--- src/rtl/rcv_fsm_if.sv ---
// Handshake bundle between the serial receive controller, its bit-period
// counter and the byte consumer.
interface rcv_fsm_if #(
  parameter int DATA_BITS = 8
);
  logic                 serial_in;
  logic                 sample_strobe;
  logic                 data_read;
  logic                 timer_clear;
  logic                 timer_enable;
  logic [DATA_BITS-1:0] rx_data;
  logic                 data_ready;
  logic                 overrun_error;
  logic                 framing_error;
  logic                 busy;

  // slave: the receiver itself; master: whatever drives the line and reads bytes
  modport slave (
    input  serial_in, sample_strobe, data_read,
    output timer_clear, timer_enable, rx_data, data_ready,
           overrun_error, framing_error, busy
  );

  modport master (
    output serial_in, sample_strobe, data_read,
    input  timer_clear, timer_enable, rx_data, data_ready,
           overrun_error, framing_error, busy
  );
endinterface

--- src/rtl/rcv_fsm.sv ---
// Serial receive controller: start detect, LSB-first deserialize on the
// bit-period strobe, stop-bit check and ready/read byte handshake.
module rcv_fsm #(
  parameter int DATA_BITS = 8
) (
  input logic         clk,
  input logic         rst,
  rcv_fsm_if.slave    bus
);
  localparam int CW = (DATA_BITS > 2) ? $clog2(DATA_BITS) : 1;
  localparam logic [CW-1:0] LAST_BIT = CW'(DATA_BITS - 1);

  typedef enum logic [2:0] {
    IDLE,
    START_CHK,
    DATA,
    STOP,
    LOAD
  } state_t;

  state_t               state, next_state;
  logic                 q1, q2, q3;
  logic                 start_edge;
  logic [DATA_BITS-1:0] shift;
  logic [CW-1:0]        bit_cnt;
  logic                 stop_bit;
  logic [DATA_BITS-1:0] rx_data;
  logic                 data_ready, overrun_error, framing_error;
  logic                 tclr, ten;

  // q3 is only a history flop; the falling edge is seen one stage past the synchronizer
  assign start_edge = q3 & ~q2;

  always_ff @(posedge clk) begin
    if (rst) state <= IDLE;
    else     state <= next_state;
  end

  always_comb begin
    next_state = state;
    tclr       = 1'b0;
    ten        = 1'b0;
    unique case (state)
      IDLE: begin
        tclr = 1'b1;
        if (start_edge) next_state = START_CHK;
      end
      START_CHK: begin
        ten = 1'b1;
        if (bus.sample_strobe) next_state = q2 ? IDLE : DATA;
      end
      DATA: begin
        ten = 1'b1;
        if (bus.sample_strobe && bit_cnt == LAST_BIT) next_state = STOP;
      end
      STOP: begin
        ten = 1'b1;
        if (bus.sample_strobe) next_state = LOAD;
      end
      LOAD: begin
        tclr       = 1'b1;
        next_state = IDLE;
      end
      default: next_state = IDLE;
    endcase
  end

  always_ff @(posedge clk) begin
    if (rst) begin
      q1       <= 1'b1;
      q2       <= 1'b1;
      q3       <= 1'b1;
      shift    <= '0;
      bit_cnt  <= '0;
      stop_bit <= 1'b0;
    end else begin
      q1 <= bus.serial_in;
      q2 <= q1;
      q3 <= q2;
      if (bus.sample_strobe) begin
        unique case (state)
          START_CHK: bit_cnt <= '0;
          DATA: begin
            shift   <= {q2, shift[DATA_BITS-1:1]};
            bit_cnt <= (bit_cnt == LAST_BIT) ? '0 : bit_cnt + CW'(1);
          end
          STOP:    stop_bit <= q2;
          default: ;
        endcase
      end
    end
  end

  // A bad frame in LOAD leaves the handshake alone, including any read that cycle
  always_ff @(posedge clk) begin
    if (rst) begin
      rx_data       <= '0;
      data_ready    <= 1'b0;
      overrun_error <= 1'b0;
      framing_error <= 1'b0;
    end else if (state == LOAD) begin
      if (stop_bit) begin
        rx_data       <= shift;
        data_ready    <= 1'b1;
        framing_error <= 1'b0;
        overrun_error <= data_ready & ~bus.data_read;
      end else begin
        framing_error <= 1'b1;
      end
    end else if (bus.data_read) begin
      data_ready    <= 1'b0;
      overrun_error <= 1'b0;
    end
  end

  assign bus.timer_clear   = tclr;
  assign bus.timer_enable  = ten;
  assign bus.rx_data       = rx_data;
  assign bus.data_ready    = data_ready;
  assign bus.overrun_error = overrun_error;
  assign bus.framing_error = framing_error;
  assign bus.busy          = (state != IDLE);
endmodule

--- src/flat_wrapper.sv ---
// flat-port wrapper written by rule: the top's interface ports become plain ports
module rcv_fsm_flat 
#(
  parameter int DATA_BITS = 8
)
  (clk, rst, bus_serial_in, bus_sample_strobe, bus_data_read, bus_timer_clear, bus_timer_enable, bus_rx_data, bus_data_ready, bus_overrun_error, bus_framing_error, bus_busy);
  rcv_fsm_if #(.DATA_BITS(DATA_BITS)) bus_i ();
  input logic clk;
  input logic rst;
  input wire logic [$bits(bus_i.serial_in)-1:0] bus_serial_in;
  input wire logic [$bits(bus_i.sample_strobe)-1:0] bus_sample_strobe;
  input wire logic [$bits(bus_i.data_read)-1:0] bus_data_read;
  output wire logic [$bits(bus_i.timer_clear)-1:0] bus_timer_clear;
  output wire logic [$bits(bus_i.timer_enable)-1:0] bus_timer_enable;
  output wire logic [$bits(bus_i.rx_data)-1:0] bus_rx_data;
  output wire logic [$bits(bus_i.data_ready)-1:0] bus_data_ready;
  output wire logic [$bits(bus_i.overrun_error)-1:0] bus_overrun_error;
  output wire logic [$bits(bus_i.framing_error)-1:0] bus_framing_error;
  output wire logic [$bits(bus_i.busy)-1:0] bus_busy;
  assign bus_i.serial_in = bus_serial_in;
  assign bus_i.sample_strobe = bus_sample_strobe;
  assign bus_i.data_read = bus_data_read;
  assign bus_timer_clear = bus_i.timer_clear;
  assign bus_timer_enable = bus_i.timer_enable;
  assign bus_rx_data = bus_i.rx_data;
  assign bus_data_ready = bus_i.data_ready;
  assign bus_overrun_error = bus_i.overrun_error;
  assign bus_framing_error = bus_i.framing_error;
  assign bus_busy = bus_i.busy;
  rcv_fsm #(.DATA_BITS(DATA_BITS)) u_core (.clk(clk), .rst(rst), .bus(bus_i));
endmodule
--- config.mk ---
export PLATFORM = sky130hd
export DESIGN_NAME = rcv_fsm_flat
export DESIGN_NICKNAME = d
export VERILOG_FILES = /design/src/rtl/rcv_fsm_if.sv /design/src/rtl/rcv_fsm.sv /design/src/flat_wrapper.sv
export SDC_FILE = /design/constraint.sdc
export NUM_CORES = 1
export LEC_CHECK = 0
export CAP_MARGIN = 15
export CORE_MARGIN = 3
export CORE_UTILIZATION = 50
export CTS_CLUSTER_DIAMETER = 30
export DETAILED_ROUTE_END_ITERATION = 10
export MAX_ROUTING_LAYER = met4
export PLACE_DENSITY = 0.76
export RECOVER_POWER = 100
export SYNTH_ARGS = -nofsm -noshare
export SYNTH_HDL_FRONTEND = slang
export SYNTH_SLANG_ARGS = --single-unit
export TNS_END_PERCENT = 30
--- constraint.sdc ---
create_clock -name clk -period 1.7 [get_ports clk]
set_clock_uncertainty 0.15 [all_clocks]
set_input_delay 0.255 -clock clk [delete_from_list [all_inputs] [get_ports clk]]
set_output_delay 0.255 -clock clk [all_outputs]
set_load 0.05 [all_outputs]
## Word-level counts from Yosys, hierarchy flattened

Cells that the tools add are included.

- Register bits: 29
- Bits of input ports: 5
- Output and inout port bits: 14
- Word-level logic and storage cells: 55

- Add/subtract/negate cells: 1
- Eq/ne operators: 10
- Mux-type cells: 16
- Bitwise logic cells: 4
- Reductions and logical operators: 13

Operators with widths:

| kind | number |
|---|---|
| 3-bit two-way mux | 5 |
| 3-bit case mux with 4 select lines | 1 |
| 2-bit AND reduction | 5 |
| 1-bit two-way mux | 8 |
| 3-bit by 2-bit equality test with 1-bit output, second input constant | 2 |
| 3-bit equality test, second input constant | 2 |
| 2-bit by 1-bit inequality test with 1-bit output, second input constant | 3 |
| 3-bit case mux with 2 select lines | 1 |
| 2-bit inequality test, second input constant | 2 |
| 4-bit AND reduction | 1 |
| 2-bit nonzero test | 2 |
| 3-bit by 1-bit adder with 3-bit output, second input constant | 1 |
| 3-bit by 1-bit equality test with 1-bit output, second input constant | 1 |
| 3-bit zero test | 1 |
| 3-bit nonzero test | 1 |
| 3-bit OR reduction | 1 |
| 1-bit bitwise AND | 2 |
| 2-bit two-way mux | 1 |
| 1-bit inverter | 2 |
| 2-bit OR reduction | 1 |
| 1-bit logical AND | 1 |

## Logic depth before layout (Yosys ltp)

- Depth after elaboration: 4
- Depth in mapped cells: 5
- Mapped depth without buffers: 5

## Worst setup path after synthesis

No wires, ideal clock.

- Kind: register to output
- From: register u_core.state[0]
- To: output port bus_busy
- Arrival time: 1738 ps
- Data required time: 1295 ps
- Setup slack: -443 ps
- Cell stages (with the launch flop): 4
- Path buffers: 1
- Path through: dfxtp_1 buf_4 nor2_1 nand2_1

- Word-level cells in the longest chain between the ends: 1

RTL lines:

| element | RTL line | source |
|---|---|---|
| start, declared | rcv_fsm.sv:21 | `state_t state, next_state;` |
| start signal, assigned | rcv_fsm.sv:36 | `else state <= next_state;` |
| 3-bit nonzero test | rcv_fsm.sv:122 | `assign bus.busy = (state != IDLE);` |
| end, declared | flat_wrapper.sv:19 | `output wire logic [$bits(bus_i.busy)-1:0] bus_busy;` |

No other way between the ends.

## Final worst setup path

- From: register u_core.state[0]
- To: output port bus_timer_enable

- Word-level cells in the longest chain between the ends: 3
- Elaborated cells between the ends (all ways): 5
- Classes of those cells: eq/ne: 3; mux: 1; reduce/logical: 1

RTL lines:

| element | RTL line | source |
|---|---|---|
| 3-bit by 1-bit equality test with 1-bit output or 3-bit by 2-bit equality test with 1-bit output (tied branches) | rcv_fsm.sv:43 | `unique case (state)` |
| 3-bit OR reduction (no source line) (*) | -- |  |
| 1-bit two-way mux (*) | rcv_fsm.sv:43 |  |
| end, declared | flat_wrapper.sv:14 | `output wire logic [$bits(bus_i.timer_enable)-1:0] bus_timer_enable;` |

Every way passes the cells marked *; elsewhere a longest branch is shown, timed or not.

==> results <==
- The flow ran to the end, and the final reports show no timing, DRC or antenna violations.
- At the placement stage, the worst setup path has a slack of 0.0381 ns.
- Measured along the y axis, the die boundary spans 54.1 um.
- The most common cell after layout, fill and taps aside is nand2_1.
- The final-report hold violation count came to 0.
- The count of cells in the finished layout, fillers not included, comes to 178.
- Counting distinct cell types in the post-synthesis netlist gives 29.
- The initial antenna violation count is 0.
- Of the total synthesized cell area, the portion taken by AND, OR, NAND and NOR gates is 24.7%.
- The internal power contribution is 0.000974 W.
- The worst-case reg-to-reg path depth is 5.
- The remaining max-slew budget at the tightest pin is 60.5%.
- After synthesis, the largest family of logic cells by area is simple AND/OR/NAND/NOR gates.
- The synthesis warning total is 0.
- The number of violations of the max-capacitance limit is 0.
- The pre-antenna-repair detailed-routing pass consisted of 4 iterations.
- The slowest cell on the critical path is dfxtp_4.
- The clock reaches the later pin of the worst-skew pair after 0.32 ns.
- TritonCTS built the clock tree.
- The synthesized netlist devotes 2.16% of its cell area to adder and majority cells.
- The minimum clock period is 1.61 ns.
- The die covers 2930 sq um.
- The via count of the first global-routing pass is 845.
- The tree built by TritonCTS fans out to 29 sinks.
- The placed instances occupy a cell area of 1350 sq um.
- The die span in x is 54.1 um.
- The type of element launching the critical path is a register.
- The number of inserted filler cells in the final layout is 191.
- In this run the critical register-to-register path is launched from u_core.bit_cnt[0].
- After layout, the worst path uses 94.6% of the clock period.
- Net switching is 23.3% of the power.
- The terminus of the critical flop-to-flop path is u_core.state[0].
- Derived from the worst setup path, the maximum achievable clock frequency is 622 MHz.
- The maximum resistive drop on vdd is 0.625 mV.
- The last weighted congestion value of the routability-driven placer is 0.784.
- Across all layers, the routed design uses 936 vias.
- Of the total synthesized cell area, the portion taken by XOR and XNOR cells is 0.758%.
- The worst stage delay on the critical path is 0.42 ns.
- Of the cells placed in the final design, the portion with a size suffix greater than 1 is 21.2%.
- The net switching power is 0.000297 W.
- The maximum number of pins on one net before global-route repair is 17.
- The clock slew at the register clock pins of the worst setup and hold paths is 0.09 ns.
- Setup repair after global routing left no endpoint under its margin.
- The wire-length estimate of the detail-placed layout is 1560 um.
- The actual slew at the worst max-slew pin is 0.595 ns.
- The number of buffers between clock root and the deepest sink is 2.
- The finished cells cover 1380 sq um.
- The number of buffers inserted by hold repair at cts is 0.
- The worst hold path belongs to the class register to register.
- The mapped netlist covers 1160 sq um.
- Across all register-to-register paths, the minimum setup slack is 0.17 ns.
- The instance count of the mapped netlist is 131.
- The path type of the worst setup path is register to primary output.
- The cell at the root of the clock tree is clkbuf_4.
- The signal on the critical path passes through nor2_4, nor2_1, buf_12.
- Setup violations remaining at the end of the flow were counted as 0.
- The element type at the critical path end is a primary output.
- Combinational logic burns 8.7% of the power.
- The clock network burns 36.7% of the power.
- After detailed placement, the design holds a cell count of 170.
- The post-synthesis mux area share is 2.60%.
- In the global route stage, overall resource usage came out at 18.3%.
- In this run the static leakage power is 0.543 nW.
- The post-layout worst setup margin is 0.0922 ns.
- The synthesized-area fraction occupied by ao, oa, aoi and oai cells is 13.7%.
- The synthesized design contains 29 register bits.
- The first global-routing pass estimated 3620 um of wire.
- The number of nets produced by synthesis is 138.
- The clock tree synthesis step divided the H-tree into 2 levels.
- The number of DRC violations after detailed routing is 0.
- The post-detailed-routing wire length is 2140 um.
- The antenna cell count is 0.
- After routing, the total negative slack on setup checks comes to 0 ns.
- The total number of placement rows is 16.
- The routed via count divided by cell count is 5.26.
- The detail route stage leaves a number of antenna-violating nets equal to 0.
- The number of buffers inserted by post-CTS setup repair is 0.
- The beginning of the critical path is u_core.state[0].
- The critical path arrival is 1.20 ns.
- For this block, the initial DRC count from the detailed router was 23.
- For this run, the register share of the synthesized area comes to 50.2%.
- The biggest fanout along the worst timing path is 11.
- Leaving out fill and tap cells, the most frequent cells in the layout are nand2_1, dfxtp_1, a21oi_1.
- Once layout is complete, the utilization of the core stands at 66.3%.
- Dividing total power by cell area gives a power density of 920 nW/um^2.
- Relative to the synthesized area, the layout overhead comes to 19.5%.
- The total congestion overflow after global routing is 0.
- The number of nets in the layout is 157.
- The count of pins on the block boundary is 19.
- The critical path ends at bus_timer_enable.
- The number of max-slew violations in the final report is 0.
- In the final routed layout, each cell accounts on average for 12.0 um.
- The count of buffers inserted at the top-level ports is 18.
- Buffers inserted during clock tree synthesis total 5.
- A synthesized cell averages 8.83 sq um.
- The fraction of power consumed by sequential logic is 54.6%.
- The initial core utilization is 55.5%.
- For the worst setup path, the data required time is 1.29 ns.
- The core region is 2080 sq um.
## per-stage QoR
step	hold WS, ns	power, W
final	0.268	0.00127
after global routing	0.287	0.00133
after CTS	0.274	0.00130
after detailed placement	0.253	0.000833
after global placement	0.246	0.000830
after floorplan	0.209	0.000778
## per-layer routing
metal  share of wire [%]  track usage [%]  vias up
li1                    -                -      478
met1                  46             21.6      431
met2                  48             27.4       25
met3                 5.2             7.48        2
met4                0.66             7.47        0
met5                   0                -        -
## cells by family (layout without fill, tap and decap cells)
family,Yosys count,after routing
AND/OR/NAND/NOR,57,57
flip-flops,29,29
AO/OA/AOI/OAI,26,26
buffers and inverters,13,33
multiplexers,3,3
adder cells (fa/ha/maj),2,2
XOR/XNOR,1,1
## registers in the layout, summed over array words and instances, names as in the netlist
name	cells
u_core.bit_cnt	3
u_core.bus.data_ready	1
u_core.bus.framing_error	1
u_core.bus.overrun_error	1
u_core.bus.rx_data	8
u_core.q1	1
u_core.q2	1
u_core.q3	1
u_core.shift	8
u_core.state	3
u_core.stop_bit	1
## power groups by stage
| stage | sequential (W) | combinational (W) | clock, W |
|---|---|---|---|
| detailed placement | 0.000711 | 0.000122 | 0 |
| global placement | 0.000711 | 0.000120 | 0 |
| global route | 0.000696 | 0.000117 | 0.000519 |
| CTS | 0.000696 | 0.000122 | 0.000482 |
| floorplan | 0.000703 | 0.0000750 | 0 |
| finish | 0.000694 | 0.000110 | 0.000466 |
## final cells by class
type	count	area (sq um)	share of cell area [%]
Tap cell	27	33.8	2.45
Clock buffer	7	65.1	4.71
Inverter	3	11.3	0.815
Sequential cell	29	589	42.7
Multi-Input combinational cell	89	505	36.6
Timing Repair Buffer	22	171	12.4
Clock inverter	1	5.00	0.362
## how the worst min path moves through the flow
| stage | startpoint | endpoint | cells after the start |
|---|---|---|---|
| after floorplan | bus_serial_in | u_core.q1 | 1 |
| after global placement | u_core.q1 | u_core.q2 | 1 |
| after detailed placement | u_core.q1 | u_core.q2 | 1 |
| after CTS | u_core.q1 | u_core.q2 | 1 |
| after global routing | u_core.q1 | u_core.q2 | 1 |
| final | u_core.q1 | u_core.q2 | 1 |
## critical path: cells and delay by family, from the launching register on
family | cells | cell delay, ns
buffers and inverters | 1 | 0.18
DFF | 1 | 0.42
and+or+nand+nor | 2 | 0.28
## Yosys cell counts
library cell,instances,area (sq um)
nand2_1,34,128
dfxtp_1,29,581
a21oi_1,17,85.1
nor2_1,7,26.3
clkbuf_1,4,15.0
a22o_1,3,26.3
buf_2,3,15.0
inv_1,3,11.3
mux2i_1,3,30.0
or2_2,3,18.8
a31oi_1,2,12.5
buf_4,2,15.0
ha_1,2,25.0
nand2b_1,2,12.5
nand3_1,2,10.0
nand4bb_1,2,22.5
a211oi_2,1,12.5
a21boi_1,1,7.51
a311o_1,1,10.0
and4bb_1,1,12.5
and4bb_2,1,12.5
buf_6,1,11.3
nand3b_1,1,7.51
nand4b_1,1,8.76
nor3_1,1,5.00
nor3b_2,1,12.5
nor4b_1,1,8.76
o21ai_0,1,5.00
xor2_1,1,8.76
## timing repair
action | CTS | global route
hold endpoints to repair | 0 | 0
resized for setup | 2 | 3
setup endpoints to repair | 2 | 2
Note: power is estimated with default switching activity, not from simulation.
